===== src/rtl/alu_pkg.sv =====
// Shared constants and types for the ALU decoder and multiply/divide sequencer.
// Divide support is compiled in only when ALU_MULDIV_DIV_EN is defined.
package alu_pkg;

  localparam logic [3:0] ALU_AND  = 4'b0000;
  localparam logic [3:0] ALU_OR   = 4'b0001;
  localparam logic [3:0] ALU_ADD  = 4'b0010;
  localparam logic [3:0] ALU_XOR  = 4'b0011;
  localparam logic [3:0] ALU_NOR  = 4'b0100;
  localparam logic [3:0] ALU_SUB  = 4'b0110;
  localparam logic [3:0] ALU_SLT  = 4'b0111;
  localparam logic [3:0] ALU_SLTU = 4'b1111;

  localparam logic [1:0] AOP_ADD   = 2'b00;
  localparam logic [1:0] AOP_SUB   = 2'b01;
  localparam logic [1:0] AOP_FUNCT = 2'b10;
  localparam logic [1:0] AOP_AND   = 2'b11;

  localparam logic [5:0] F_ADD   = 6'b100000;
  localparam logic [5:0] F_ADDU  = 6'b100001;
  localparam logic [5:0] F_SUB   = 6'b100010;
  localparam logic [5:0] F_SUBU  = 6'b100011;
  localparam logic [5:0] F_AND   = 6'b100100;
  localparam logic [5:0] F_OR    = 6'b100101;
  localparam logic [5:0] F_XOR   = 6'b100110;
  localparam logic [5:0] F_NOR   = 6'b100111;
  localparam logic [5:0] F_SLT   = 6'b101010;
  localparam logic [5:0] F_SLTU  = 6'b101011;
  localparam logic [5:0] F_MFHI  = 6'b010000;
  localparam logic [5:0] F_MFLO  = 6'b010010;
  localparam logic [5:0] F_MULT  = 6'b011000;
  localparam logic [5:0] F_MULTU = 6'b011001;
  localparam logic [5:0] F_DIV   = 6'b011010;
  localparam logic [5:0] F_DIVU  = 6'b011011;

  typedef enum logic [1:0] {IDLE, RUN, FIX} state_t;
  typedef enum logic [1:0] {MULT, MULTU, DIV, DIVU} mdop_t;

  function automatic logic is_signed_op(input mdop_t op);
    return (op == MULT) || (op == DIV);
  endfunction

endpackage


===== src/rtl/alu_muldiv_ctrl_if.sv =====
// Controller/datapath bundle for alu_muldiv_ctrl; master = main controller side.
interface alu_muldiv_ctrl_if import alu_pkg::*; #(parameter int WIDTH = 32);
  // Handshake: start is a one-cycle launch pulse honoured only while busy=0;
  // busy stays high until HI/LO are written, then done pulses for one cycle
  // (busy already low), and start in that same cycle is accepted.
  logic [5:0]       funct;
  logic [1:0]       aluop;
  logic             start;
  logic [WIDTH-1:0] a;
  logic [WIDTH-1:0] b;
  logic [3:0]       alucontrol;
  logic             illegal;
  logic [WIDTH-1:0] hilo_out;
  logic             busy;
  logic             done;
  logic             stall;
  state_t           state;

  modport master (output funct, aluop, start, a, b,
                  input  alucontrol, illegal, hilo_out, busy, done, stall, state);
  modport slave  (input  funct, aluop, start, a, b,
                  output alucontrol, illegal, hilo_out, busy, done, stall, state);
endinterface


===== src/rtl/muldiv_engine.sv =====
// Iterative shift-add multiplier / restoring divider over operand magnitudes.
// Divider path exists only with ALU_MULDIV_DIV_EN; sign fix is applied on the result side.
module muldiv_engine import alu_pkg::*; #(parameter int WIDTH = 32) (
  input  logic             clk,
  input  logic             reset,
  input  logic             load,
  input  logic             step,
  input  mdop_t            op,
  input  logic [WIDTH-1:0] a,
  input  logic [WIDTH-1:0] b,
  output logic             last,
  output logic [WIDTH-1:0] hi_res,
  output logic [WIDTH-1:0] lo_res
);
  localparam int CW = $clog2(WIDTH);

  logic [WIDTH:0]       acc;
  logic [WIDTH-1:0]     mq, opb, mag_a, mag_b;
  logic [CW-1:0]        cnt;
  logic                 neg_q, a_neg, b_neg;
  logic [WIDTH:0]       sum;
  logic [2*WIDTH-1:0]   prod, prod_f;
`ifdef ALU_MULDIV_DIV_EN
  logic                 is_div, neg_r, ge;
  logic [WIDTH:0]       shifted, diff;
`endif

  assign a_neg = is_signed_op(op) & a[WIDTH-1];
  assign b_neg = is_signed_op(op) & b[WIDTH-1];
  assign mag_a = a_neg ? -a : a;
  assign mag_b = b_neg ? -b : b;
  assign sum   = mq[0] ? acc + {1'b0, opb} : acc;
  assign prod  = {acc[WIDTH-1:0], mq};
  assign last  = (cnt == '0);

`ifdef ALU_MULDIV_DIV_EN
  // With a zero divisor every trial succeeds and the remainder wraps back to |a|.
  assign shifted = {acc[WIDTH-1:0], mq[WIDTH-1]};
  assign ge      = (shifted >= {1'b0, opb});
  assign diff    = shifted - {1'b0, opb};
`endif

  always_ff @(posedge clk or posedge reset) begin
    if (reset) begin
      acc   <= '0;
      mq    <= '0;
      opb   <= '0;
      cnt   <= '0;
      neg_q <= 1'b0;
`ifdef ALU_MULDIV_DIV_EN
      neg_r  <= 1'b0;
      is_div <= 1'b0;
`endif
    end else if (load) begin
      acc   <= '0;
      mq    <= mag_a;
      opb   <= mag_b;
      cnt   <= CW'(WIDTH - 1);
      neg_q <= a_neg ^ b_neg;
`ifdef ALU_MULDIV_DIV_EN
      neg_r  <= a_neg;
      is_div <= (op == DIV) || (op == DIVU);
`endif
    end else if (step) begin
      cnt <= cnt - 1'b1;
`ifdef ALU_MULDIV_DIV_EN
      if (is_div) begin
        if (ge) begin
          acc <= {1'b0, diff[WIDTH-1:0]};
          mq  <= {mq[WIDTH-2:0], 1'b1};
        end else begin
          acc <= shifted;
          mq  <= {mq[WIDTH-2:0], 1'b0};
        end
      end else
`endif
      begin
        acc <= {1'b0, sum[WIDTH:1]};
        mq  <= {sum[0], mq[WIDTH-1:1]};
      end
    end
  end

  always_comb begin
    prod_f = neg_q ? -prod : prod;
    hi_res = prod_f[2*WIDTH-1:WIDTH];
    lo_res = prod_f[WIDTH-1:0];
`ifdef ALU_MULDIV_DIV_EN
    if (is_div) begin
      lo_res = (opb == '0) ? '1 : (neg_q ? -mq : mq);
      hi_res = neg_r ? -acc[WIDTH-1:0] : acc[WIDTH-1:0];
    end
`endif
  end

endmodule


===== src/rtl/alu_muldiv_ctrl.sv =====
// ALU control decoder plus multiply/divide sequencer with HI/LO and stall request.
// Define ALU_MULDIV_DIV_EN to enable div/divu; otherwise they decode as illegal.
module alu_muldiv_ctrl import alu_pkg::*; #(parameter int WIDTH = 32) (
  input  logic               clk,
  input  logic               reset,
  alu_muldiv_ctrl_if.slave   bus
);
  state_t           state, state_n;
  mdop_t            md_op;
  logic [3:0]       alu_code;
  logic             ill, md_ok, md_fn, launch, last, done_q;
  logic [WIDTH-1:0] hi, lo, hi_res, lo_res;

  always_comb begin
    alu_code = ALU_AND;
    ill      = 1'b0;
    md_ok    = 1'b0;
    md_fn    = 1'b0;
    md_op    = MULT;
    case (bus.aluop)
      AOP_ADD: alu_code = ALU_ADD;
      AOP_SUB: alu_code = ALU_SUB;
      AOP_AND: alu_code = ALU_AND;
      default: begin
        case (bus.funct)
          F_ADD, F_ADDU:  alu_code = ALU_ADD;
          F_SUB, F_SUBU:  alu_code = ALU_SUB;
          F_AND:          alu_code = ALU_AND;
          F_OR:           alu_code = ALU_OR;
          F_XOR:          alu_code = ALU_XOR;
          F_NOR:          alu_code = ALU_NOR;
          F_SLT:          alu_code = ALU_SLT;
          F_SLTU:         alu_code = ALU_SLTU;
          F_MFHI, F_MFLO: begin alu_code = ALU_ADD; md_fn = 1'b1; end
          F_MULT:  begin alu_code = ALU_ADD; md_fn = 1'b1; md_ok = 1'b1; md_op = MULT;  end
          F_MULTU: begin alu_code = ALU_ADD; md_fn = 1'b1; md_ok = 1'b1; md_op = MULTU; end
`ifdef ALU_MULDIV_DIV_EN
          F_DIV:   begin alu_code = ALU_ADD; md_fn = 1'b1; md_ok = 1'b1; md_op = DIV;   end
          F_DIVU:  begin alu_code = ALU_ADD; md_fn = 1'b1; md_ok = 1'b1; md_op = DIVU;  end
`else
          F_DIV, F_DIVU:  begin ill = 1'b1; md_fn = 1'b1; end
`endif
          default:        ill = 1'b1;
        endcase
      end
    endcase
  end

  assign launch = (state == IDLE) && bus.start && md_ok;

  always_ff @(posedge clk or posedge reset) begin
    if (reset) state <= IDLE;
    else       state <= state_n;
  end

  always_comb begin
    state_n = state;
    case (state)
      IDLE:    if (launch) state_n = RUN;
      RUN:     if (last)   state_n = FIX;
      FIX:     state_n = IDLE;
      default: state_n = IDLE;
    endcase
  end

  muldiv_engine #(.WIDTH(WIDTH)) u_engine (
    .clk    (clk),
    .reset  (reset),
    .load   (launch),
    .step   (state == RUN),
    .op     (md_op),
    .a      (bus.a),
    .b      (bus.b),
    .last   (last),
    .hi_res (hi_res),
    .lo_res (lo_res)
  );

  // HI/LO only move in FIX, so mfhi/mflo during a run still see the previous result.
  always_ff @(posedge clk or posedge reset) begin
    if (reset) begin
      hi     <= '0;
      lo     <= '0;
      done_q <= 1'b0;
    end else begin
      done_q <= (state == FIX);
      if (state == FIX) begin
        hi <= hi_res;
        lo <= lo_res;
      end
    end
  end

  assign bus.alucontrol = alu_code;
  assign bus.illegal    = ill;
  assign bus.busy       = (state != IDLE);
  assign bus.done       = done_q;
  assign bus.stall      = (state != IDLE) && md_fn;
  assign bus.state      = state;
  assign bus.hilo_out   = (bus.aluop != AOP_FUNCT) ? '0 :
                          (bus.funct == F_MFHI)    ? hi :
                          (bus.funct == F_MFLO)    ? lo : '0;

endmodule


===== src/flat_wrapper.sv =====
// flat-port wrapper written by rule: the top's interface ports become plain ports
module alu_muldiv_ctrl_flat import alu_pkg::*;
#(parameter int WIDTH = 32)
  (clk, reset, bus_funct, bus_aluop, bus_start, bus_a, bus_b, bus_alucontrol, bus_illegal, bus_hilo_out, bus_busy, bus_done, bus_stall, bus_state);
  alu_muldiv_ctrl_if #(.WIDTH(WIDTH)) bus_i ();
  input  logic clk;
  input  logic reset;
  input wire logic [$bits(bus_i.funct)-1:0] bus_funct;
  input wire logic [$bits(bus_i.aluop)-1:0] bus_aluop;
  input wire logic [$bits(bus_i.start)-1:0] bus_start;
  input wire logic [$bits(bus_i.a)-1:0] bus_a;
  input wire logic [$bits(bus_i.b)-1:0] bus_b;
  output wire logic [$bits(bus_i.alucontrol)-1:0] bus_alucontrol;
  output wire logic [$bits(bus_i.illegal)-1:0] bus_illegal;
  output wire logic [$bits(bus_i.hilo_out)-1:0] bus_hilo_out;
  output wire logic [$bits(bus_i.busy)-1:0] bus_busy;
  output wire logic [$bits(bus_i.done)-1:0] bus_done;
  output wire logic [$bits(bus_i.stall)-1:0] bus_stall;
  output wire logic [$bits(bus_i.state)-1:0] bus_state;
  assign bus_i.funct = bus_funct;
  assign bus_i.aluop = bus_aluop;
  assign bus_i.start = bus_start;
  assign bus_i.a = bus_a;
  assign bus_i.b = bus_b;
  assign bus_alucontrol = bus_i.alucontrol;
  assign bus_illegal = bus_i.illegal;
  assign bus_hilo_out = bus_i.hilo_out;
  assign bus_busy = bus_i.busy;
  assign bus_done = bus_i.done;
  assign bus_stall = bus_i.stall;
  assign bus_state = bus_i.state;
  alu_muldiv_ctrl #(.WIDTH(WIDTH)) u_core (.clk(clk), .reset(reset), .bus(bus_i));
endmodule

===== config.mk =====
export PLATFORM = sky130hd
export DESIGN_NAME = alu_muldiv_ctrl_flat
export DESIGN_NICKNAME = d
export VERILOG_FILES = /design/src/rtl/alu_pkg.sv /design/src/rtl/alu_muldiv_ctrl_if.sv /design/src/rtl/muldiv_engine.sv /design/src/rtl/alu_muldiv_ctrl.sv /design/src/flat_wrapper.sv
export SDC_FILE = /design/constraint.sdc
export NUM_CORES = 1
export LEC_CHECK = 0
export ABC_AREA = 1
export BUFFER_PORTS_ARGS = -buffer_cell sky130_fd_sc_hd__buf_4
export CAP_MARGIN = 20
export CORE_MARGIN = 3
export CORE_UTILIZATION = 35
export DETAILED_ROUTE_END_ITERATION = 16
export HOLD_SLACK_MARGIN = 0.06
export PLACE_DENSITY = 0.52
export SLEW_MARGIN = 20
export SYNTH_ARGS = -nofsm -noshare
export SYNTH_HDL_FRONTEND = slang
export SYNTH_SLANG_ARGS = --single-unit

===== constraint.sdc =====
create_clock -name clk -period 5.62 [get_ports clk]
set_input_delay 0.562 -clock clk [delete_from_list [all_inputs] [get_ports clk]]
set_output_delay 0.562 -clock clk [all_outputs]
set_load 0.005 [all_outputs]

== Yosys cells after proc, flatten, opt, wreduce, memory -nomap -nowiden ==
Index checks and enable logic that the tools add are counted.

* Flip-flop bits (word level): 170
* Bits of input ports: 75
* Output and inout bits: 42
* Logic and storage cells: 84

* Add/sub/neg operators: 5
* Equality and inequality tests: 24
* Multiplexer cells: 26
* Bitwise operators: 3
* Reductions and logical operators: 17

{| class="wikitable"
|+ Operator list
! cell !! count
|-
| $mux 32 || 7
|-
| $mux 33 || 3
|-
| $mux 64 || 1
|-
| $neg 32->32 || 2
|-
| $neg 64->64 || 1
|-
| $eq 6x6->1 const B || 10
|-
| $eq 6x5->1 const B || 6
|-
| $add 33x32->33 || 1
|-
| $pmux 4 s7 || 1
|-
| $reduce_or 14->1 || 1
|-
| $pmux 4 s3 || 1
|-
| $reduce_or 6->1 || 2
|-
| $mux 5 || 2
|-
| $mux 1 || 7
|-
| $eq 2x2->1 const B || 3
|-
| $logic_not 2->1 || 3
|-
| $mux 2 || 3
|-
| $logic_not 5->1 || 1
|-
| $sub 5x1->5 const B || 1
|-
| $eq 2x1->1 const B || 2
|-
| $ne 2x1->1 const B || 2
|-
| $pmux 2 s2 || 1
|-
| $reduce_bool 2->1 || 2
|-
| $reduce_or 2->1 || 2
|-
| 7 further kinds || 10
|}

== Logic depth before layout (Yosys ltp) ==
* Depth after elaboration: 8
* Mapped depth: 15

== Modules after synthesis ==
A second synthesis with hierarchy kept.

* Cell total of the unflattened synthesis: 2316
* Area, all modules: 14254.9 um^2

{| class="wikitable"
|+ Modules (own cells, without submodules)
! module !! instances !! cells an instance !! area an instance (um^2)
|-
| muldiv_engine || 1 || 1874 || 10935.5
|-
| alu_muldiv_ctrl || 1 || 442 || 3319.4
|}

== Worst setup path after synthesis ==
OpenSTA, ideal clock, no wires.

* Kind: input port to output port
* Start: in bus_funct[3]
* End: out bus_hilo_out[10]
* Arrival: 1.476 ns
* Path slack: 3.582 ns
* Stages: 6
* Path buffers: 1
* Cells stage by stage: nor2_1 -> nand2_1 -> nor2_1 -> buf_2 -> nand2_1 -> a21oi_1

* Longest elaborated chain between the ends: 4

{| class="wikitable"
|+ RTL lines
! element !! RTL line !! source
|-
| start: declaration || flat_wrapper.sv:8 || <nowiki>input wire logic [$bits(bus_i.funct)-1:0] bus_funct;</nowiki>
|-
| $eq 6x5->1 || alu_muldiv_ctrl.sv:102 || <nowiki>(bus.funct == F_MFLO) ? lo : '0;</nowiki>
|-
| $mux 32 || alu_muldiv_ctrl.sv:102 ||
|-
| $mux 32 (*) || alu_muldiv_ctrl.sv:101 || <nowiki>(bus.funct == F_MFHI) ? hi :</nowiki>
|-
| $mux 32 (*) || alu_muldiv_ctrl.sv:100 || <nowiki>assign bus.hilo_out = (bus.aluop != AOP_FUNCT) ? '0 :</nowiki>
|-
| end: declaration || flat_wrapper.sv:15 || <nowiki>output wire logic [$bits(bus_i.hilo_out)-1:0] bus_hilo_out;</nowiki>
|}

Mark *: on every way between the ends. The rest lies on a longest branch, timed or not.

== Final worst setup path ==
* Start: reg u_core.state[0] (netlist: u_core.bus.state[0])
* End: reg u_core.u_engine.mq[1]

* Longest elaborated chain between the ends: 4

{| class="wikitable"
|+ RTL lines
! element !! RTL line !! source
|-
| start: declaration || alu_muldiv_ctrl.sv:8 || <nowiki>state_t state, state_n;</nowiki>
|-
| start signal: assignment || alu_muldiv_ctrl.sv:53 || <nowiki>else state <= state_n;</nowiki>
|-
| $logic_not 2->1 || alu_muldiv_ctrl.sv:49 || <nowiki>assign launch = (state == IDLE) && bus.start && md_ok;</nowiki>
|-
| $logic_and 1x1->1 (2 in series) || alu_muldiv_ctrl.sv:49 ||
|-
| $mux 32 or $reduce_bool 2->1 (tied branches) || -- ||
|-
| end signal: assignment || muldiv_engine.sv:56 || <nowiki>mq <= mag_a;</nowiki>
|-
| end signal: assignment || muldiv_engine.sv:79 || <nowiki>mq <= {sum[0], mq[WIDTH-1:1]};</nowiki>
|-
| end: declaration || muldiv_engine.sv:18 || <nowiki>logic [WIDTH-1:0] mq, opb, mag_a, mag_b;</nowiki>
|}

Parallel ways exist; a longest one is shown, timed or not.
A chain may end at the register's enable or synchronous reset.

==> summary.txt <==
LAYOUT
-------------------------------------------------------------------------------------
Most frequent standard cell in the layout excluding fill and tap cells .      nand2_1
Antenna cells ..........................................................            0
Layout fillers .........................................................         4334
Synth-to-Final Area Change .............................................        13.5%
Total number of nets in the final design ...............................         2503
Filler-free cell count of the finished design ..........................         2921
Most used cells in the layout excluding fill and tap cells ............. nand2_1 (834), inv_1 (302), nor2_1 (240), nand3_1 (198), dfrtp_1 (168)
Ratio of cells with drive above 1 in the final layout ..................        8.70%

SYNTH
-------------------------------------------------------------------------------------
Multiplexer share of the synthesized area ..............................           0%
Post-synthesis share of cell area spent on xor and xnor gates ..........        3.11%
Top cell type's share of synthesized area ..............................        30.1%
Flip-flop and latch count after synthesis ..............................          169
Top area cells in the synthesized netlist .............................. dfrtp_1 (30%), nand2_1 (22%), inv_1 (8.1%)
Count of yosys warnings during synthesis ...............................            0
Post-synth EDFFs .......................................................            0
Main combinational cell family by area after synthesis ................. simple AND/OR/NAND/NOR gates
Sequential share of the synthesized area ...............................        30.1%
Mapped Area ............................................................    14100 um2
Synth unique cells .....................................................           51
Simple-gate area share of the yosys netlist ............................        40.6%
Post-Syn Nets ..........................................................         2427
Post-synthesis compound-gate area fraction .............................        12.1%
Mean instance size in the synthesized netlist ..........................     6.08 um2
Instance count of the mapped netlist ...................................         2314
Library cell with the largest summed area after synthesis ..............      dfrtp_1
Adder-cell share of the synthesized area ...............................        3.43%
Ys async rst share .....................................................         100%
Top_reg_cell synth .....................................................      dfrtp_1

CTS
-------------------------------------------------------------------------------------
Clock tree root driver cell ............................................    clkbuf_16
# resized after CTS ....................................................            0
Count of hold buffers inserted by post-cts repair ......................            0
H-tree level count .....................................................            4
Clock tree buffer depth ................................................            2
CTS buffer count .......................................................           17
Clock tree from TritonCTS ..............................................        built
Post-CTS Setup Repair Bufs .............................................            0
Clock-pin slew on the worst setup and hold paths .......................      0.07 ns
Insertion delay of the later-clocked pin in the worst-skew pair ........      0.45 ns
# clock sinks ..........................................................          169

STA
-------------------------------------------------------------------------------------
Hold Fails Final Rpt ...................................................            0
Slew headroom ..........................................................        37.3%
Crit share post-route ..................................................        57.9%
Min Tclk post-route ....................................................      3.25 ns
Final count of negative-setup-slack endpoints ..........................            0
Upper clock frequency limit ............................................      307 MHz
Setup repair after global routing missed its margin ....................        false
Setup tns final ........................................................         0 ns
Max-slew violation count ...............................................            0
Largest clock skew in the final design .................................    0.0154 ns
Worst Tran Pin Value ...................................................     0.937 ns

PWR
-------------------------------------------------------------------------------------
Worst voltage drop across the vdd grid .................................   0.000163 V
Power per Cell Area ....................................................   269 nW/um2
Total power after layout ...............................................      4290 uW
Static power due to leakage ............................................   0.00809 uW

DIE
-------------------------------------------------------------------------------------
Starting utilization of the core area ..................................        35.9%
Die Ht .................................................................       206 um
Core box area ..........................................................    39200 um2
Number of ports placed on the die boundary .............................          117
Chip width .............................................................       206 um
Area of the die ........................................................    42600 um2
Num rows ...............................................................           72

CRITICAL PATH
-------------------------------------------------------------------------------------
Type of origin of the critical path ....................................         flop
Arrival @ worst endpoint ...............................................      3.62 ns
Maximum fanout along the worst path ....................................           61
Critical Setup Path Class ..............................................      reg2reg
Capturing element type of the critical path ............................         flop
CP Data Required Time ..................................................      5.99 ns

PLACED DESIGN
-------------------------------------------------------------------------------------
Cell total after placement .............................................         2888
Final weighted congestion in routability-driven placement ..............        0.910
DP HPWL ................................................................     41600 um
IO buf count ...........................................................          116

ROUTING
-------------------------------------------------------------------------------------
Post-detailed-route wirelength per cell ................................      17.8 um
Vias per inst ..........................................................         5.08
DR iter-0 viols ........................................................         1379
Residual antenna-violating net count after detailed routing ............            0
Residual DRC count .....................................................            0
Number of iterations in the first detailed-routing pass ................            6
DR vias ................................................................        14848
Post-Route WL ..........................................................     51900 um

FLOW RUN
-------------------------------------------------------------------------------------
Number of max-cap violations ...........................................            0

GRT
-------------------------------------------------------------------------------------
Maximum number of pins on one net before global-route repair ...........           92
GR Overflow Total ......................................................            0
Antenna violations before repair .......................................            1
Total track usage ......................................................        24.3%
Vias in the first global route .........................................        13484
Wire length of the first global-routing pass ...........................     79500 um

MIN PATH
-------------------------------------------------------------------------------------
HP Class ...............................................................     in2async

RUN STATUS
-------------------------------------------------------------------------------------
Result of the run ...................................................... complete, no violations

-- registers in the layout, indices dropped and copies added, names as in the netlist --
| name | cells |
|---|---|
| u_core.bus.done | 1 |
| u_core.bus.state | 2 |
| u_core.hi | 32 |
| u_core.lo | 32 |
| u_core.u_engine.acc | 32 |
| u_core.u_engine.cnt | 5 |
| u_core.u_engine.mq | 32 |
| u_core.u_engine.neg_q | 1 |
| u_core.u_engine.opb | 32 |
-- stage by stage --
step / setup WS [ns] / hold slack, ns / cell area (um2) / utilization, %
after floorplan: 0.483 / 0.449 / 14100 / -
after global placement: 2.26 / 0.465 / 15400 / 39.2
after detailed placement: 2.41 / 0.469 / 15400 / 39.2
after CTS: 2.40 / 0.268 / 15900 / 40.7
after global routing: 2.06 / 0.285 / 16000 / 40.7
final: 2.37 / 0.239 / 16000 / 40.7
-- synth_stat cells, drive strengths merged, types with 2 or more instances --
cell and number:
a21oi 113, a22oi 2, a31oi 16, and2 3, buf 35, clkbuf 34, clkinv 2, dfrtp 169
ha 37, inv 309, nand2 845, nand3 202, nand3b 5, nand4 22, nor2 261, nor3 28
o211ai 6, o21a 2, o21ai 117, o21bai 10, o221ai 14, o22ai 19, o31ai 3, or2 4
xnor2 5, xor2 45
-- report_power, final --
group          switching, uW  internal [uW]
clock                    556            639
sequential               275           1370
combinational            984            466
total                   1820           2480
-- critical path, stage by stage (launching register included) --
cell and delay [ns]:
dfrtp_1 0.38, inv_1 0.08, nor2_1 0.53, clkinv_1 0.14, buf_4 0.34, nand2_2 0.77, inv_1 0.60, a22oi_1 0.31
-- cell families after synthesis --
| family | after synthesis |
|---|---|
| flip-flops | 169 |
| adder cells (fa/ha/maj) | 38 |
| AND/OR/NAND/NOR | 1372 |
| XOR/XNOR | 50 |
| AO/OA/AOI/OAI | 305 |
| buffers and inverters | 380 |
-- final timing paths --
path                                                      start                                 to  slack (ns)  cells past startpoint
worst min register to register        u_core.hi[14]$_DFFE_PP0P_          u_core.hi[14]$_DFFE_PP0P_        0.48                      2
worst max-delay path            u_core.bus.state[0]$_DFFE_PP0P_  u_core.u_engine.mq[1]$_DFFE_PP0P_        2.37                      7
min in group clk                                       bus_a[0]  u_core.u_engine.mq[0]$_DFFE_PP0P_        0.36                      3
worst min-delay path                                      reset           u_core.lo[4]$_DFFE_PP0P_        0.24                      2
worst max register to register  u_core.bus.state[0]$_DFFE_PP0P_  u_core.u_engine.mq[1]$_DFFE_PP0P_        2.37                      7
max in group asynchronous                                 reset  u_core.u_engine.neg_q$_DFFE_PP0P_        4.40                      3
-- routing by layer --
metal | track usage [%] | vias up | wire length, um
met5 | 0 | - | 8
li1 | - | 7525 | -
met1 | 36.4 | 6820 | 25700
met2 | 35.7 | 443 | 21400
met3 | 4.79 | 58 | 3670
met4 | 6.01 | 2 | 1070
-- cell type report --
class / count / area (um2) / area share (%)
Clock buffer: 20 / 457 / 2.86
Clock inverter: 12 / 116 / 0.729
Inverter: 311 / 1180 / 7.39
Multi-Input combinational cell: 1765 / 8360 / 52.4
Sequential cell: 169 / 4230 / 26.5
Tap cell: 518 / 648 / 4.06
Timing Repair Buffer: 126 / 976 / 6.11
(Power assumes the default switching activity.)
